$ cat config.mk
export PLATFORM = sky130hd
export DESIGN_NAME = mc_sequencer
export DESIGN_NICKNAME = d
export VERILOG_FILES = /design/src/rtl/mc_sequencer.sv
export SDC_FILE = /design/constraint.sdc
export NUM_CORES = 1
export LEC_CHECK = 0
export CELL_PAD_IN_SITES_DETAIL_PLACEMENT = 0
export CELL_PAD_IN_SITES_GLOBAL_PLACEMENT = 1
export CORE_MARGIN = 5
export CORE_UTILIZATION = 30
export DETAILED_ROUTE_END_ITERATION = 8
export PLACE_DENSITY_LB_ADDON = 0.1
export SLEW_MARGIN = 20
export SYNTH_ARGS = -nofsm -noshare
export SYNTH_HDL_FRONTEND = slang
export SYNTH_SLANG_ARGS = --single-unit
$ cat constraint.sdc
create_clock -name clk -period 2.05 [get_ports clk]
set_input_delay 0.205 -clock clk [delete_from_list [all_inputs] [get_ports clk]]
set_output_delay 0.205 -clock clk [all_outputs]
set_load 0.03 [all_outputs]
$ cat src/rtl/mc_sequencer.sv
// Multicycle control FSM for the 32-bit MIPS core sharing one memory port.
// Optional performance counters (cyc_cnt, ret_cnt) are enabled by defining MC_PERF_CNT_EN.
module mc_sequencer #(
    parameter int ACK_TIMEOUT = 15
`ifdef MC_PERF_CNT_EN
    ,
    parameter int PERF_W      = 32
`endif
) (
    input  logic              clk,
    input  logic              rst,
    input  logic [5:0]        opcode,
    input  logic [5:0]        funct,
    input  logic              zero,
    input  logic              mem_ack,
    output logic              mem_req,
    output logic              mem_we,
    output logic              iord,
    output logic              ir_we,
    output logic              mdr_we,
    output logic              pc_we,
    output logic [1:0]        pc_src,
    output logic              alu_src_a,
    output logic [1:0]        alu_src_b,
    output logic [2:0]        alc,
    output logic              we3,
    output logic              reg_dst,
    output logic              mem_to_reg,
    output logic              illegal,
    output logic              fault
`ifdef MC_PERF_CNT_EN
    ,
    output logic [PERF_W-1:0] cyc_cnt,
    output logic [PERF_W-1:0] ret_cnt
`endif
);

    localparam int TMO_W = $clog2(ACK_TIMEOUT + 1);
    localparam logic [TMO_W-1:0] TMO_LAST = TMO_W'(ACK_TIMEOUT - 1);

    localparam logic [2:0] ALC_ADD = 3'b010;
    localparam logic [2:0] ALC_SUB = 3'b110;
    localparam logic [2:0] ALC_AND = 3'b000;
    localparam logic [2:0] ALC_OR  = 3'b001;
    localparam logic [2:0] ALC_SLT = 3'b111;

    typedef enum logic [3:0] {
        S_FETCH, S_DECODE, S_REXEC, S_RWB, S_MEMADR, S_MEMRD, S_MEMWB,
        S_MEMWR, S_BRANCH, S_IEXEC, S_IWB, S_JUMP, S_FAULT
    } state_t;

    state_t           state_q, state_d;
    logic [TMO_W-1:0] tmo_cnt_q, tmo_cnt_d;

    always_ff @(posedge clk or posedge rst) begin
        if (rst) begin
            state_q   <= S_FETCH;
            tmo_cnt_q <= '0;
        end else begin
            state_q   <= state_d;
            tmo_cnt_q <= tmo_cnt_d;
        end
    end

    always_comb begin
        state_d    = state_q;
        tmo_cnt_d  = '0;
        mem_req    = 1'b0;
        mem_we     = 1'b0;
        iord       = 1'b0;
        ir_we      = 1'b0;
        mdr_we     = 1'b0;
        pc_we      = 1'b0;
        pc_src     = 2'd0;
        alu_src_a  = 1'b0;
        alu_src_b  = 2'd0;
        alc        = 3'b000;
        we3        = 1'b0;
        reg_dst    = 1'b0;
        mem_to_reg = 1'b0;
        illegal    = 1'b0;
        fault      = 1'b0;

        case (state_q)
            S_FETCH: begin
                mem_req   = 1'b1;
                alu_src_b = 2'd1;
                alc       = ALC_ADD;
                if (mem_ack) begin
                    ir_we   = 1'b1;
                    pc_we   = 1'b1;
                    state_d = S_DECODE;
                end
            end
            S_DECODE: begin
                // Branch target is computed speculatively into ALUOut here.
                alu_src_b = 2'd3;
                alc       = ALC_ADD;
                case (opcode)
                    6'h00:        state_d = S_REXEC;
                    6'h23, 6'h2B: state_d = S_MEMADR;
                    6'h04, 6'h05: state_d = S_BRANCH;
                    6'h08:        state_d = S_IEXEC;
                    6'h02:        state_d = S_JUMP;
                    default: begin
                        illegal = 1'b1;
                        state_d = S_FETCH;
                    end
                endcase
            end
            S_REXEC: begin
                alu_src_a = 1'b1;
                state_d   = S_RWB;
                case (funct)
                    6'h20: alc = ALC_ADD;
                    6'h22: alc = ALC_SUB;
                    6'h24: alc = ALC_AND;
                    6'h25: alc = ALC_OR;
                    6'h2A: alc = ALC_SLT;
                    default: begin
                        illegal = 1'b1;
                        state_d = S_FETCH;
                    end
                endcase
            end
            S_RWB: begin
                we3     = 1'b1;
                reg_dst = 1'b1;
                state_d = S_FETCH;
            end
            S_MEMADR: begin
                alu_src_a = 1'b1;
                alu_src_b = 2'd2;
                alc       = ALC_ADD;
                state_d   = (opcode == 6'h23) ? S_MEMRD : S_MEMWR;
            end
            S_MEMRD: begin
                mem_req = 1'b1;
                iord    = 1'b1;
                if (mem_ack) begin
                    mdr_we  = 1'b1;
                    state_d = S_MEMWB;
                end
            end
            S_MEMWB: begin
                we3        = 1'b1;
                mem_to_reg = 1'b1;
                state_d    = S_FETCH;
            end
            S_MEMWR: begin
                mem_req = 1'b1;
                mem_we  = 1'b1;
                iord    = 1'b1;
                if (mem_ack) begin
                    state_d = S_FETCH;
                end
            end
            S_BRANCH: begin
                alu_src_a = 1'b1;
                alc       = ALC_SUB;
                pc_src    = 2'd1;
                pc_we     = (opcode == 6'h04) ? zero : ~zero;
                state_d   = S_FETCH;
            end
            S_IEXEC: begin
                alu_src_a = 1'b1;
                alu_src_b = 2'd2;
                alc       = ALC_ADD;
                state_d   = S_IWB;
            end
            S_IWB: begin
                we3     = 1'b1;
                state_d = S_FETCH;
            end
            S_JUMP: begin
                pc_we   = 1'b1;
                pc_src  = 2'd2;
                state_d = S_FETCH;
            end
            S_FAULT: begin
                fault = 1'b1;
            end
            default: state_d = S_FETCH;
        endcase

        // An ack in the same cycle the limit is reached takes priority over the fault.
        if (mem_req && !mem_ack) begin
            if (tmo_cnt_q == TMO_LAST) begin
                state_d = S_FAULT;
            end else begin
                tmo_cnt_d = tmo_cnt_q + 1'b1;
            end
        end

        if (rst) begin
            mem_req    = 1'b0;
            mem_we     = 1'b0;
            iord       = 1'b0;
            ir_we      = 1'b0;
            mdr_we     = 1'b0;
            pc_we      = 1'b0;
            pc_src     = 2'd0;
            alu_src_a  = 1'b0;
            alu_src_b  = 2'd0;
            alc        = 3'b000;
            we3        = 1'b0;
            reg_dst    = 1'b0;
            mem_to_reg = 1'b0;
            illegal    = 1'b0;
            fault      = 1'b0;
        end
    end

`ifdef MC_PERF_CNT_EN
    logic [PERF_W-1:0] cyc_cnt_q, cyc_cnt_d;
    logic [PERF_W-1:0] ret_cnt_q, ret_cnt_d;
    logic              retire;

    always_comb begin
        retire = 1'b0;
        if (state_d == S_FETCH) begin
            case (state_q)
                S_RWB, S_MEMWB, S_MEMWR, S_BRANCH, S_IWB, S_JUMP: retire = 1'b1;
                default: retire = 1'b0;
            endcase
        end
        cyc_cnt_d = (state_q == S_FAULT) ? cyc_cnt_q : cyc_cnt_q + 1'b1;
        ret_cnt_d = retire ? ret_cnt_q + 1'b1 : ret_cnt_q;
    end

    always_ff @(posedge clk or posedge rst) begin
        if (rst) begin
            cyc_cnt_q <= '0;
            ret_cnt_q <= '0;
        end else begin
            cyc_cnt_q <= cyc_cnt_d;
            ret_cnt_q <= ret_cnt_d;
        end
    end

    assign cyc_cnt = cyc_cnt_q;
    assign ret_cnt = ret_cnt_q;
`endif

endmodule
---- Yosys cells after proc, flatten, opt, wreduce, memory -nomap -nowiden ----
Index checks and enable logic that the tools add are counted.
word-level totals
  flip-flop bits (word level) ............. 8
  output and inout port bits .............. 19
  logic and storage cells ................. 88
cells by class
  $add $sub $neg .......................... 1
  eq/ne operators ......................... 24
  muxes and demuxes ....................... 46
  bitwise logic cells ..................... 1
  reduce and logical (&&, ||, !) cells .... 14
operators by type and width
  cell                 number
  $eq 6x6->1 const B   7
  $pmux 4 s8           1
  $mux 4               7
  $mux 1               26
  $eq 4x4->1 const B   6
  $pmux 4 s5           1
  $eq 4x3->1 const B   4
  $eq 6x3->1 const B   2
  $pmux 3 s4           1
  $pmux 3 s3           1
  $eq 4x2->1 const B   2
  $mux 2               4
  $reduce_or 2->1      4
  $reduce_or 4->1      2
  $reduce_or 7->1      1
  $eq 6x2->1 const B   1
  $eq 6x4->1 const B   1
  $logic_not 6->1      1
  $pmux 2 s3           1
  $reduce_or 3->1      2
  $reduce_or 5->1      1
  $add 4x1->4 const B  1
  $eq 4x1->1 const B   1
  $logic_not 4->1      1
  7 further kinds      7

---- Longest topological paths before layout ----
Gate-level depths: netlist of the first run.
  depth after elaboration ................. 6
  depth in mapped cells ................... 6
  depth with buffers taken out ............ 6

---- Worst setup path after synthesis of the first run ----
Ideal clock, no wire load.
  kind .................................... register to output
  start ................................... reg state_q[3]
  end ..................................... out illegal
  data arrival time ....................... 1984 ps
  slack ................................... -139 ps
  cell stages (with the launch flop) ...... 5
  buffers on the path ..................... 2
  path through ............................ dfrtp_1 clkbuf_1 or2_2 clkbuf_1 o41ai_1
on the way
  cells in the longest elaborated chain, start to end .. 3
RTL lines
  what                                             RTL line  text
  start: declaration                               52        state_t state_q, state_d;
  start signal: assignment                         60        state_q <= state_d;
  $eq 4x2->1 / $eq 4x1->1 (equally long branches)  84        case (state_q)
  $pmux 1 s2 (*)                                   84
  $mux 1 (*)                                       195       if (rst) begin
  end: declaration                                 29        output logic illegal,
Mark *: on every way between the ends. The rest lies on a longest branch, timed or not.

---- Final worst setup path of the first run ----
Same ends and word-level chain as after synthesis.

==> metrics.log, run 1 <==
INFO  metric globalRouteOverflowTotal = 0
INFO  metric timing.critical_path.required = 1.85 ns
INFO  metric placed_cell_area = 1340 µm²
INFO  metric area_growth = 50.2%
INFO  metric critical_path.reg2reg.startpoint = state_q[2]$_DFF_PP0_
INFO  metric antenna_found_initial = 0
INFO  metric total_core_area = 3000 µm²
INFO  metric p_leak = 0.641 nW
INFO  metric clockBufferDepth = 2
INFO  metric tritoncts_clock_tree = yes
INFO  metric cts_made_buffers = 3
INFO  metric skew = 0.000426 ns
INFO  metric worst-r2r-cell-count = 5
INFO  metric ys_ff_latch = 8
INFO  metric crit_path_cell_trace = or2_2 -> buf_4 -> nor3_2 -> o2111ai_1 -> o41ai_2 -> buf_4
INFO  metric finalWeightedCongestion = 0.881
INFO  metric cpMaxStageDelayCell = dfrtp_2
INFO  metric worst_ir_drop_vdd = 0.442 mV
INFO  metric clk_root_buffer_cell = clkbuf_4
INFO  metric grt_max_degree = 12
INFO  metric edff_count_synth = 0
INFO  metric dp.final_hpwl = 2390 µm
INFO  metric detail_route.iter0.violations = 29
INFO  metric critical_path.most_common_cell = buf_4
INFO  metric synth.top_cells.by_count = nor2_1, clkbuf_1, dfrtp_1, nand2_1, nor3_1
INFO  metric detail_route.wirelength = 2950 µm
INFO  metric drt-wirelength-per-cell = 14.3 µm
INFO  metric transition_time_at_the_pin_with_the_least_slew_margin = 0.424 ns
INFO  metric timing.slew.headroom = 0.710
INFO  metric synth_async_sr_flop_share = 1.00
INFO  metric synth_top_flop_cell = dfrtp_1
INFO  metric synth-warning-count = 0
INFO  metric die_width = 65.7 µm
INFO  metric hold_buffers = 0
INFO  metric holdPathStages = 1
INFO  metric fraction_of_final_layout_cells_with_drive_strength_greater_than_1 = 0.260
INFO  metric power.density_cell_area = 1050 nW/µm²
INFO  metric post_synth_instance_area = 930 µm²
INFO  metric dominant_combinational_cell_family_by_area_after_synthesis = simple AND/OR/NAND/NOR gates
INFO  metric yosysUniqueCellTypes = 40
INFO  metric holdPathEnd = tmo_cnt_q[0]$_DFF_PP0_
INFO  metric n_fill_cell = 316
INFO  metric cp-startpoint = state_q[3]$_DFF_PP0_
INFO  metric seq_area_frac_synth = 0.215
INFO  metric synth_xor_area_frac = 0.0659
INFO  metric finalCoreUtilization = 0.465
INFO  metric number_of_global_route_vias_before_repair = 1088
INFO  metric start_util = 0.310
INFO  metric netlist.area_leader.share = 0.215
INFO  metric std_cell_rows = 20
INFO  metric worst-r2r-setup-slack = 0.24 ns
INFO  metric report.final.hold_viol_count = 0
INFO  metric global_route_wire_length_before_repair = 4910 µm
INFO  metric hp-start = tmo_cnt_q[0]$_DFF_PP0_
INFO  metric tritoncts_num_sinks = 8
INFO  metric final-max-slew-violation-count = 0
INFO  metric post_synth_mux_area_share = 0.0336
INFO  metric vias_per_cell = 5.30
INFO  metric max_stage_delay = 0.49 ns
INFO  metric post-route-drc-count = 0
INFO  metric timing.hold.worst.class = register to register
INFO  metric maxClockFrequency = 0.505 GHz
INFO  metric critPathMaxFanout = 11
INFO  metric die_h = 65.7 µm
INFO  metric synth_top_area_cell = dfrtp_1
INFO  metric die_area = 4310 µm²
INFO  metric post-synth-top-count-cell = nor2_1
INFO  metric arrival = 1.78 ns
INFO  metric route.antenna.remaining_nets = 0
INFO  metric avgSynthCellArea = 7.10 µm²
INFO  metric portBuffers = 34
INFO  metric footprint_of_the_multi_input_gates = 686 µm²
INFO  metric fin_crit = 1.98 ns
INFO  metric worst_setup_path_start_kind = register
INFO  metric clkLatencyLatePin = 0.25 ns
INFO  metric maxCapViolations = 0
INFO  metric syn-num-nets = 149
INFO  metric htree_levels = 1
INFO  metric final_min_period_over_clock_period = 0.966
INFO  metric antenna_cells_inserted = 0
INFO  metric worst-setup-path-type = register to primary output
INFO  metric yosys.area_share.simple = 0.396
INFO  metric routed_via_count = 1091
INFO  metric synth.top_cells.by_area = dfrtp_1, nor2_1, a31oi_1
INFO  metric worst_r2r_endpoint = tmo_cnt_q[2]$_DFF_PP0_
INFO  metric outcome = completed
INFO  metric worst_setup_hold_path_clk_slew = 0.05 ns
INFO  metric groute.usage.overall = 0.142
INFO  metric io_count = 35
INFO  metric dr.pass1.iters = 5
INFO  metric crit_path_end_kind = primary output
INFO  metric fin_worst_hold_slack = 0.491 ns
INFO  metric rsz0062_at_grt = yes
INFO  metric post_synth_fa_ha_maj_area_fraction = 0.0269
INFO  metric finish.net_count = 193
INFO  metric area.sequential = 205 µm²
INFO  metric synth-compound-area-share = 0.194
INFO  metric layout.cell_area.non_filler = 1400 µm²
INFO  metric synth_cells = 131
INFO  metric final-setup-viol-count = 0
routing by layer:
layer,vias to the layer above,track usage,part of all wire
met3,2,0.0308,0.052
met2,30,0.258,0.50
met4,0,0.0285,0.0058
met1,504,0.170,0.44
li1,555,-,-
met5,-,0,0
power breakdown:
| group | total [mW] | leakage [nW] | internal [mW] | switching [mW] |
|---|---|---|---|---|
| Sequential | 0.280 | 0.100 | 0.208 | 0.0723 |
| Combinational | 1.07 | 0.527 | 0.480 | 0.593 |
| Clock | 0.120 | 0.0138 | 0.0669 | 0.0526 |
flip-flops by register name (all words and copies together) (netlist names):
name and flops:
tmo_cnt_q 4, state_q 4
how the worst max path moves through the flow:
stage | endpoint | slack [ns] | depth (start not counted)
final | illegal | 0.07 | 6
after global routing | illegal | -0.04 | 6
after CTS | illegal | 0.01 | 6
after detailed placement | mdr_we | 0.10 | 5
after global placement | mdr_we | 0.12 | 5
after floorplan | pc_we | 0.03 | 5
final cells by class:
cell class,count,share of cell area
inverters,4,0.0108
well taps,33,0.0296
repair buffers,50,0.306
multi-input cells,108,0.491
flip-flops and latches,8,0.147
clock buffers,3,0.0161
cells in the final DEF, fill, tap and decap left out, drive strengths merged, types with 2 or more instances in the layout:
| master | Yosys | final |
|---|---|---|
| a21oi | 2 | 2 |
| a2bb2oi | 2 | 2 |
| a31oi | 7 | 7 |
| and3 | 2 | 2 |
| buf | 1 | 30 |
| clkbuf | 10 | 3 |
| clkdlybuf4s50 | 0 | 15 |
| dfrtp | 8 | 8 |
| dlygate4sd2 | 0 | 3 |
| dlymetal6s2s | 0 | 2 |
| ha | 2 | 2 |
| inv | 4 | 4 |
| mux2i | 2 | 2 |
| nand2 | 8 | 8 |
| nand2b | 5 | 5 |
| nand3 | 6 | 6 |
| nand4 | 2 | 2 |
| nor2 | 23 | 23 |
| nor2b | 3 | 3 |
| nor3 | 8 | 8 |
| nor4b | 3 | 3 |
| nor4bb | 2 | 2 |
| o21ai | 5 | 5 |
| or3 | 2 | 2 |
| xnor2 | 5 | 5 |
| xor2 | 2 | 2 |
metrics by stage:
stage,TNS (ns),setup WS [ns],total power [mW],cells
5_1_grt,-0.0379,-0.0379,1.60,206
4_1_cts,0,0.0119,1.43,204
6_report,0,0.0694,1.47,206
2_1_floorplan,0,0.0304,0.949,131
3_5_place_dp,0,0.102,1.31,201
3_3_place_gp,0,0.115,1.31,201
critical path: cells and delay by family (launching register included):
kind                   cells  cell delay, ns
DFF                        1            0.49
buffers and inverters      2            0.37
AOI/OAI and AO/OA          2            0.23
and+or+nand+nor            2            0.43
repair_timing:
| action | CTS | global route |
|---|---|---|
| buffers inserted | 0 | 2 |
| gates cloned | 0 | 0 |
| setup endpoints to repair | 5 | 5 |
| gates resized for setup | 4 | 9 |
| pin swaps | 0 | 2 |
cells by family after synthesis:
| kind of cell | after synthesis |
|---|---|
| and+or+nand+nor | 70 |
| AOI/OAI and AO/OA | 26 |
| buffers and inverters | 15 |
| DFF | 8 |
| xor gates and xnor gates | 7 |
| muxes | 3 |
| adders and majority gates | 2 |
Note: power is estimated with default switching activity, not from simulation.
==> run 2, diff against run 1 <==
CTS_CLUSTER_SIZE = 8   (was default)
==> results of run 2 <==
No change in the layout: final DEF, timing and power equal those of run 1.
